[config.mk]
export PLATFORM = sky130hd
export DESIGN_NAME = k2_sequencer_flat
export DESIGN_NICKNAME = d
export VERILOG_FILES = /design/src/rtl/k2_sequencer_if.sv /design/src/rtl/k2_sequencer.sv /design/src/flat_wrapper.sv
export SDC_FILE = /design/constraint.sdc
export NUM_CORES = 1
export LEC_CHECK = 0
export CAP_MARGIN = 25
export CORE_UTILIZATION = 45
export DETAILED_ROUTE_END_ITERATION = 8
export GPL_ROUTABILITY_DRIVEN = 0
export GPL_TIMING_DRIVEN = 0
export PLACE_DENSITY = 0.76
export REMOVE_ABC_BUFFERS = 1
export SYNTH_ARGS = -nofsm -noshare
export SYNTH_HDL_FRONTEND = slang
export SYNTH_SLANG_ARGS = --single-unit
[constraint.sdc]
create_clock -name clk -period 1.8 [get_ports clk]
set_clock_uncertainty 0.2 [all_clocks]
set_input_delay 0.36 -clock clk [delete_from_list [all_inputs] [get_ports clk]]
set_output_delay 0.36 -clock clk [all_outputs]
set_load 0.1 [all_outputs]
[src/rtl/k2_sequencer_if.sv]
// Instruction-memory port of the K2 sequencer: fetch request/address out,
// ack/data back. master = sequencer, slave = instruction memory.
interface k2_sequencer_if #(
    parameter int ADDR_W = 4
);
    logic              imem_req;
    logic [ADDR_W-1:0] imem_addr;
    logic              imem_ack;
    logic [7:0]        imem_data;

    modport master (
        output imem_req,
        output imem_addr,
        input  imem_ack,
        input  imem_data
    );

    modport slave (
        input  imem_req,
        input  imem_addr,
        output imem_ack,
        output imem_data
    );
endinterface

[src/rtl/k2_sequencer.sv]
// K2 fetch/decode/execute controller: fetches bytes over imem, drives ALU
// select and register write enables, holds C/Z flags for conditional jumps.
// Ports: clk, rst_n (sync, active-low), run, imem (master), c/z flags in,
// alu_s, ra_en/rb_en/ro_en, src_sel, imm, halted.
module k2_sequencer #(
    parameter int BITS   = 8,
    parameter int ADDR_W = 4
) (
    input  logic            clk,
    input  logic            rst_n,
    input  logic            run,
    k2_sequencer_if.master  imem,
    input  logic            c,
    input  logic            z,
    output logic            alu_s,
    output logic            ra_en,
    output logic            rb_en,
    output logic            ro_en,
    output logic            src_sel,
    output logic [BITS-1:0] imm,
    output logic            halted
);

    typedef enum logic [2:0] {
        S_IDLE,
        S_FETCH,
        S_DECODE,
        S_EXEC,
        S_FLAG,
        S_HALT
    } state_t;

    state_t            state;
    logic [ADDR_W-1:0] pc;
    logic [7:0]        ir;
    logic              c_q;
    logic              z_q;
    logic              req;

    logic              is_alu;
    logic              is_ldi;
    logic              is_jmp;
    logic              is_halt;
    logic              taken;
    logic              wr_a;
    logic              wr_b;
    logic              wr_o;
    logic              wr_imm;
    logic [1:0]        dd;

    assign imem.imem_req  = req;
    assign imem.imem_addr = pc;
    assign imm            = BITS'(ir[3:0]);

    assign is_alu  = (ir[7:6] == 2'b00);
    assign is_ldi  = (ir[7:6] == 2'b01);
    assign is_jmp  = (ir[7:6] == 2'b10);
    assign is_halt = (ir[7:6] == 2'b11) && ir[5];

    // ALU ops keep the op select in IR[5] (it drives alu_s directly),
    // so their destination lives in IR[4:3]; LDI uses IR[5:4].
    assign dd = is_alu ? ir[4:3] : ir[5:4];

    always_comb begin
        taken = 1'b0;
        if (is_jmp) begin
            unique case (ir[5:4])
                2'b00: taken = 1'b1;
                2'b01: taken = c_q;
                2'b10: taken = z_q;
                2'b11: taken = !z_q;
            endcase
        end
    end

    always_comb begin
        wr_a   = 1'b0;
        wr_b   = 1'b0;
        wr_o   = 1'b0;
        wr_imm = 1'b0;
        if (is_alu || is_ldi) begin
            unique case (dd)
                2'b00:   wr_a = 1'b1;
                2'b01:   wr_b = 1'b1;
                2'b10:   wr_o = 1'b1;
                default: ;
            endcase
            wr_imm = is_ldi && (dd != 2'b11);
        end
    end

    always_ff @(posedge clk) begin
        if (!rst_n) begin
            state   <= S_IDLE;
            pc      <= '0;
            ir      <= '0;
            c_q     <= 1'b0;
            z_q     <= 1'b0;
            req     <= 1'b0;
            alu_s   <= 1'b0;
            ra_en   <= 1'b0;
            rb_en   <= 1'b0;
            ro_en   <= 1'b0;
            src_sel <= 1'b0;
            halted  <= 1'b0;
        end else begin
            unique case (state)
                S_IDLE: begin
                    if (run) begin
                        state <= S_FETCH;
                        req   <= 1'b1;
                    end
                end
                S_FETCH: begin
                    if (imem.imem_ack) begin
                        ir    <= imem.imem_data;
                        alu_s <= imem.imem_data[5];
                        req   <= 1'b0;
                        state <= S_DECODE;
                    end
                end
                S_DECODE: begin
                    if (is_halt) begin
                        state  <= S_HALT;
                        halted <= 1'b1;
                        alu_s  <= 1'b0;
                    end else begin
                        state   <= S_EXEC;
                        ra_en   <= wr_a;
                        rb_en   <= wr_b;
                        ro_en   <= wr_o;
                        src_sel <= wr_imm;
                    end
                end
                S_EXEC: begin
                    ra_en   <= 1'b0;
                    rb_en   <= 1'b0;
                    ro_en   <= 1'b0;
                    src_sel <= 1'b0;
                    pc      <= taken ? ADDR_W'(ir[3:0])
                                     : pc + ADDR_W'(1);
                    if (is_alu) begin
                        state <= S_FLAG;
                    end else begin
                        state <= S_FETCH;
                        req   <= 1'b1;
                        alu_s <= 1'b0;
                    end
                end
                S_FLAG: begin
                    // ALU block registered its flags at the end of EXEC
                    c_q   <= c;
                    z_q   <= z;
                    state <= S_FETCH;
                    req   <= 1'b1;
                    alu_s <= 1'b0;
                end
                S_HALT: ;
                default: state <= S_IDLE;
            endcase
        end
    end

endmodule

[src/flat_wrapper.sv]
// flat-port wrapper written by rule: the top's interface ports become plain ports
module k2_sequencer_flat 
#(
    parameter int BITS   = 8,
    parameter int ADDR_W = 4
)
  (clk, rst_n, run, c, z, alu_s, ra_en, rb_en, ro_en, src_sel, imm, halted, imem_imem_req, imem_imem_addr, imem_imem_ack, imem_imem_data);
  k2_sequencer_if #(.ADDR_W(ADDR_W)) imem_i ();
  input  logic clk;
  input  logic rst_n;
  input  logic run;
  input  logic c;
  input  logic z;
  output logic alu_s;
  output logic ra_en;
  output logic rb_en;
  output logic ro_en;
  output logic src_sel;
  output logic [BITS-1:0] imm;
  output logic halted;
  output wire logic [$bits(imem_i.imem_req)-1:0] imem_imem_req;
  output wire logic [$bits(imem_i.imem_addr)-1:0] imem_imem_addr;
  input wire logic [$bits(imem_i.imem_ack)-1:0] imem_imem_ack;
  input wire logic [$bits(imem_i.imem_data)-1:0] imem_imem_data;
  assign imem_imem_req = imem_i.imem_req;
  assign imem_imem_addr = imem_i.imem_addr;
  assign imem_i.imem_ack = imem_imem_ack;
  assign imem_i.imem_data = imem_imem_data;
  k2_sequencer #(.BITS(BITS), .ADDR_W(ADDR_W)) u_core (.clk(clk), .rst_n(rst_n), .run(run), .imem(imem_i), .c(c), .z(z), .alu_s(alu_s), .ra_en(ra_en), .rb_en(rb_en), .ro_en(ro_en), .src_sel(src_sel), .imm(imm), .halted(halted));
endmodule
# After elaboration in Yosys (flattened, before gate mapping)
# Index checks and enable logic that the tools add are counted.
[totals]
rom_bits = 0
in_bits = 14
out_inout_bits = 19
ram_bits = 0
latch_bits = 0
word_cells = 82
register_bits = 24
memories = 0
[op_classes]
add_sub_neg = 1
n_bitwise = 1
n_mul = 0
mux = 32
n_eq_ne = 19
reduce_logical = 17
div_mod_pow = 0
magnitude_cmp = 0
shift = 0
[op_table]
columns = ["op", "n"]
rows = [
  ["2-to-1 mux 1 bit", 18],
  ["one-hot mux 3 bit (6 select lines)", 1],
  ["2-to-1 mux 3 bit", 4],
  ["one-hot mux 1 bit (4 select lines)", 3],
  ["== test 2 bit, second input constant", 5],
  ["inequality test 2 bit, second input constant", 5],
  ["one-hot mux 1 bit (2 select lines)", 4],
  ["AND reduction 4 bit", 2],
  ["nonzero test 4 bit", 2],
  ["== test 2 x 1 -> 1 bit, second input constant", 3],
  ["== test 3 x 2 -> 1 bit, second input constant", 2],
  ["== test 3 bit, second input constant", 2],
  ["zero test 2 bit", 3],
  ["AND reduction 2 bit", 3],
  ["adder 4 x 1 -> 4 bit, second input constant", 1],
  ["2-to-1 mux 4 bit", 1],
  ["== test 3 x 1 -> 1 bit, second input constant", 1],
  ["zero test 3 bit", 1],
  ["AND reduction 3 bit", 1],
  ["logical AND 1 bit", 2],
  ["2-to-1 mux 2 bit", 1],
  ["inequality test 2 x 1 -> 1 bit, second input constant", 1],
  ["nonzero test 2 bit", 1],
  ["zero test 1 bit", 1],
  ["2 further kinds", 2],
]

# Logic depth before layout (Yosys ltp)
[logic_depth]
word_depth = 7
ltp_mapped = 6
ltp_nobuf = 5

# Worst setup path before layout
# Ideal clock, no wire load.
[synth_timing]
path_kind = "reg2reg"
startpoint = "register u_core.pc[0] (netlist: u_core.imem.imem_addr[0])"
endpoint = "register u_core.pc[2] (netlist: u_core.imem.imem_addr[2])"
synth_period_minus_slack_ps = 2003
stages_incl_launch_ff = 6
arrival_ps = 1724
path_slack_ps = -203
cell_sequence = "dfxtp_1 > ha_1 > inv_1 > nor4_1 > o22ai_1 > o211ai_1"
[synth_via]
elab_chain_len = 2
[synth_lines]
columns = ["item", "line", "source"]
rows = [
  ["start, declared", "k2_sequencer.sv:34", "logic [ADDR_W-1:0] pc;"],
  ["start signal, assigned", "k2_sequencer.sv:140", "pc <= taken ? ADDR_W'(ir[3:0])"],
  ["adder 4 x 1 -> 4 bit", "k2_sequencer.sv:141", ": pc + ADDR_W'(1);"],
  ["2-to-1 mux 4 bit", "k2_sequencer.sv:140", ""],
]
# No other way between the ends.
# A chain may end at the register's enable or synchronous reset.

# Worst setup path in the final report
[layout_timing]
startpoint = "register u_core.ir[5]"
endpoint = "register u_core.pc[0] (netlist: u_core.imem.imem_addr[0])"
[layout_via]
elab_chain_len = 4
word_cells_on_any_way = 7
classes_between = "3 x eq/ne; 3 x mux; 1 x reduce/logical"
[layout_lines]
columns = ["item", "line", "source"]
rows = [
  ["start, declared", "k2_sequencer.sv:35", "logic [7:0] ir;"],
  ["start signal, assigned", "k2_sequencer.sv:116", "ir <= imem.imem_data;"],
  ["== test 2 bit, or another cell as far along", "k2_sequencer.sv:67", "unique case (ir[5:4])"],
  ["one-hot mux 1 bit (4 select lines) (*)", "k2_sequencer.sv:67", ""],
  ["2-to-1 mux 1 bit (*)", "k2_sequencer.sv:66", "if (is_jmp) begin"],
  ["2-to-1 mux 4 bit (*)", "k2_sequencer.sv:140", ""],
]
# Every way passes the cells marked *; elsewhere a longest branch is shown, timed or not.

==> reports/results.ini <==
[global_route]
grt_pass1_wl_mm = 4.65
grt_max_degree = 18
met1_usage_pct = 29.2
use_met3_pct = 3.61
antenna_found_initial = 0
grt_pass1_vias = 1021
grtUsageMet2_pct = 33.1
grt.busiest_layer = met2
groute.usage.overall_pct = 21.8
grt_overflow = 0

[logic_synthesis]
ys_seq_elements = 24
yosys_warnings = 0
synth_area_leaders = dfxtp_1, nand2_1, a21oi_1, buf_4, nor2_1
seq_area_frac_synth_pct = 38.6
synth_cell_types = 40
synth_area_sq_mm = 0.00124
synthCells = 158
yosysTopAreaCell = dfxtp_1
synth_area_per_cell_sq_um = 7.88
yosys.area.top_type_share_pct = 38.6

[pwr]
powerDensity_mw_per_mm2 = 828
pwr-share-seq_pct = 49.3
switching_share_pct = 36.8
power_switching_uw = 446
ir_drop_mv = 0.617
p_int_uw = 766
pwr-share-clk_pct = 24.1
pwr-share-comb_pct = 26.6
leakage_nw = 0.573

[critical_path]
critPathCapture = u_core.imem.imem_addr[0]
rr_startpoint = u_core.ir[5]
reg2reg_to = u_core.imem.imem_addr[0]
crit_fanout = 6
arrival_ns = 1.82
r2r_cells = 4
r2r_slack_ns = 0.04
crit_chain = inv_2 -> o211a_4 -> or4b_1 -> a31oi_1
cp_slowest_cell = or4b_1
worstSetupStartpoint = u_core.ir[5]
cp-start-kind = register
end_kind = register
cp.required_ns = 1.86
max_stage_delay_ns = 0.52
crit_type = register to register

[layout]
n_antenna_cell = 0
area_growth_pct = 17.6
drive_gt1_share_pct = 19.8
nets = 193
final_cell_count_no_fill = 207

[placement]
dp_slack_ns = -0.797
placed_cells = 202
hpwlAfterDp_mm = 1.98
io_buffers = 28

[clocking]
path_clk_slew_ns = 0.13
tritoncts = built
root_buffer = clkbuf_4
cts_buffers = 3
clock_latency_ns = 0.32
htreeDepth = 1
hold_buffers = 0
cts.sinks = 24
clk_path_buf_depth = 2

[timing]
hold-worst-slack_ns = 0.247
fmax_ghz = 0.569
setup_viol = 0
setup_tns_ns = 0
fin_crit_sh_pct = 97.7
setup_ws_ns = 0.0415
finalHoldViolCount = 0
rsz0062_at_grt = no
post-route-min-period_ns = 1.76
slew_violations = 0

[hold_path]
worst_hold_path_type = primary input to register

[route]
drc = 0
avgViaCountPerCell = 5.78
wl_per_cell_microns = 13.9
antenna_left = 0
dr.pass1.iters = 4
vias = 1196
drtIter0Drc = 24
routed_wl_mm = 2.88

[outcome]
status = completed

[floorplanning]
dieWidth_microns = 54.6
start_util_pct = 48.9
dieArea_sq_mm = 0.00298
rows = 18
die_h_microns = 54.6
core-area_sq_mm = 0.00254
io-pin-count = 33

[job]
drv_cap = 0

==> critical path: cells and delay by family (launching register included) <==
family                 cells  cell delay (ns)
AOI/OAI and AO/OA          2             0.44
buffers and inverters      1             0.09
DFF                        1             0.45
and+or+nand+nor            1             0.52
==> cell families after synthesis <==
family	synth area share, %
AND/OR/NAND/NOR	26.2
AO/OA/AOI/OAI	19.9
flip-flops	38.6
buffers and inverters	9.85
multiplexers	4.12
adder cells (fa/ha/maj)	1.00
other	0.301
==> power by group through the flow <==
stage | clock (mW) | sequential [mW] | combinational [mW]
5_1_grt | 0.312 | 0.604 | 0.344
3_3_place_gp | 0 | 0.604 | 0.327
2_1_floorplan | 0 | 0.718 | 0.127
6_report | 0.293 | 0.598 | 0.322
4_1_cts | 0.297 | 0.596 | 0.326
3_5_place_dp | 0 | 0.607 | 0.332
==> cell usage in the layout (no fill, tap or decap), types with 2 or more instances in the layout <==
cell type,synthesis,final
nand2_1,22,22
dfxtp_1,24,20
nor2_1,16,15
a21oi_1,13,13
buf_2,5,13
clkdlybuf4s50_1,0,12
nand3_1,7,7
nor4_1,5,5
o21ai_0,5,5
clkbuf_4,0,5
inv_1,4,4
mux2i_1,4,4
conb_1,1,4
dfxtp_2,0,4
nand2b_1,3,3
and3_1,3,3
nand3b_1,2,2
o22ai_1,2,2
o211ai_1,2,2
a31oi_1,2,2
nor3_1,2,2
o21a_1,2,2
or4_1,2,2
o32ai_1,2,2
==> through the flow <==
stage	instance area (sq um)	utilization [%]	total power, mW
after floorplan	1160	-	0.844
final	1460	57.5	1.21
after global placement	1470	57.9	0.931
after detailed placement	1470	57.9	0.939
after CTS	1480	58.2	1.22
after global routing	1460	57.5	1.26
==> worst min-delay path by stage <==
stage / startpoint / to / depth (start not counted)
detailed placement: u_core.rb_en / u_core.rb_en / 2
global placement: u_core.rb_en / u_core.rb_en / 2
CTS: u_core.rb_en / u_core.rb_en / 2
global route: rst_n / u_core.halted / 2
floorplan: rst_n / u_core.halted / 1
finish: rst_n / u_core.state[0] / 2
==> synthesized netlist by cell type (all sizes together) <==
cell type  count
dfxtp         24
nand2         22
nor2          16
a21oi         13
buf           13
nand3          7
inv            5
nor4           5
o21ai          5
clkbuf         4
mux2i          4
nand2b         4
and3           3
a31oi          2
nand3b         2
nor3           2
nor3b          2
o211ai         2
o21a           2
o22ai          2
o32ai          2
or4            2
a211oi         1
a21bo          1
a21o           1
a22oi          1
a2bb2oi        1
clkinv         1
conb           1
ha             1
mux2           1
o211a          1
o21bai         1
o311a          1
o311ai         1
or2            1
or4b           1
==> flip-flops by register name (all words and copies together), names as in the netlist <==
signal,flops
u_core.halted,1
u_core.imem.imem_req,1
u_core.state,3
u_core.rb_en,1
u_core.ir,8
u_core.ro_en,1
u_core.c_q,1
u_core.z_q,1
u_core.alu_s,1
u_core.ra_en,1
u_core.src_sel,1
u_core.imem.imem_addr,4
==> layout make-up <==
type | count | area (sq um)
Fill cell | 250 | 1080
Multi-Input combinational cell | 114 | 668
Sequential cell | 24 | 485
Timing Repair Buffer | 29 | 213
Tap cell | 30 | 37.5
Clock buffer | 4 | 36.3
Inverter | 6 | 23.8
==> routing by layer <==
layer,vias up,part of all wire [%]
met5,-,0
met4,0,1.1
met3,2,6.7
met2,54,47
met1,554,45
li1,586,-
==> what timing repair did <==
item | 4_1_cts | 5_1_grt
setup endpoints to repair | 33 | 17
pin swaps | 0 | 1
resized for setup | 72 | 16
buffers inserted | 0 | 1
(Power assumes the default switching activity.)
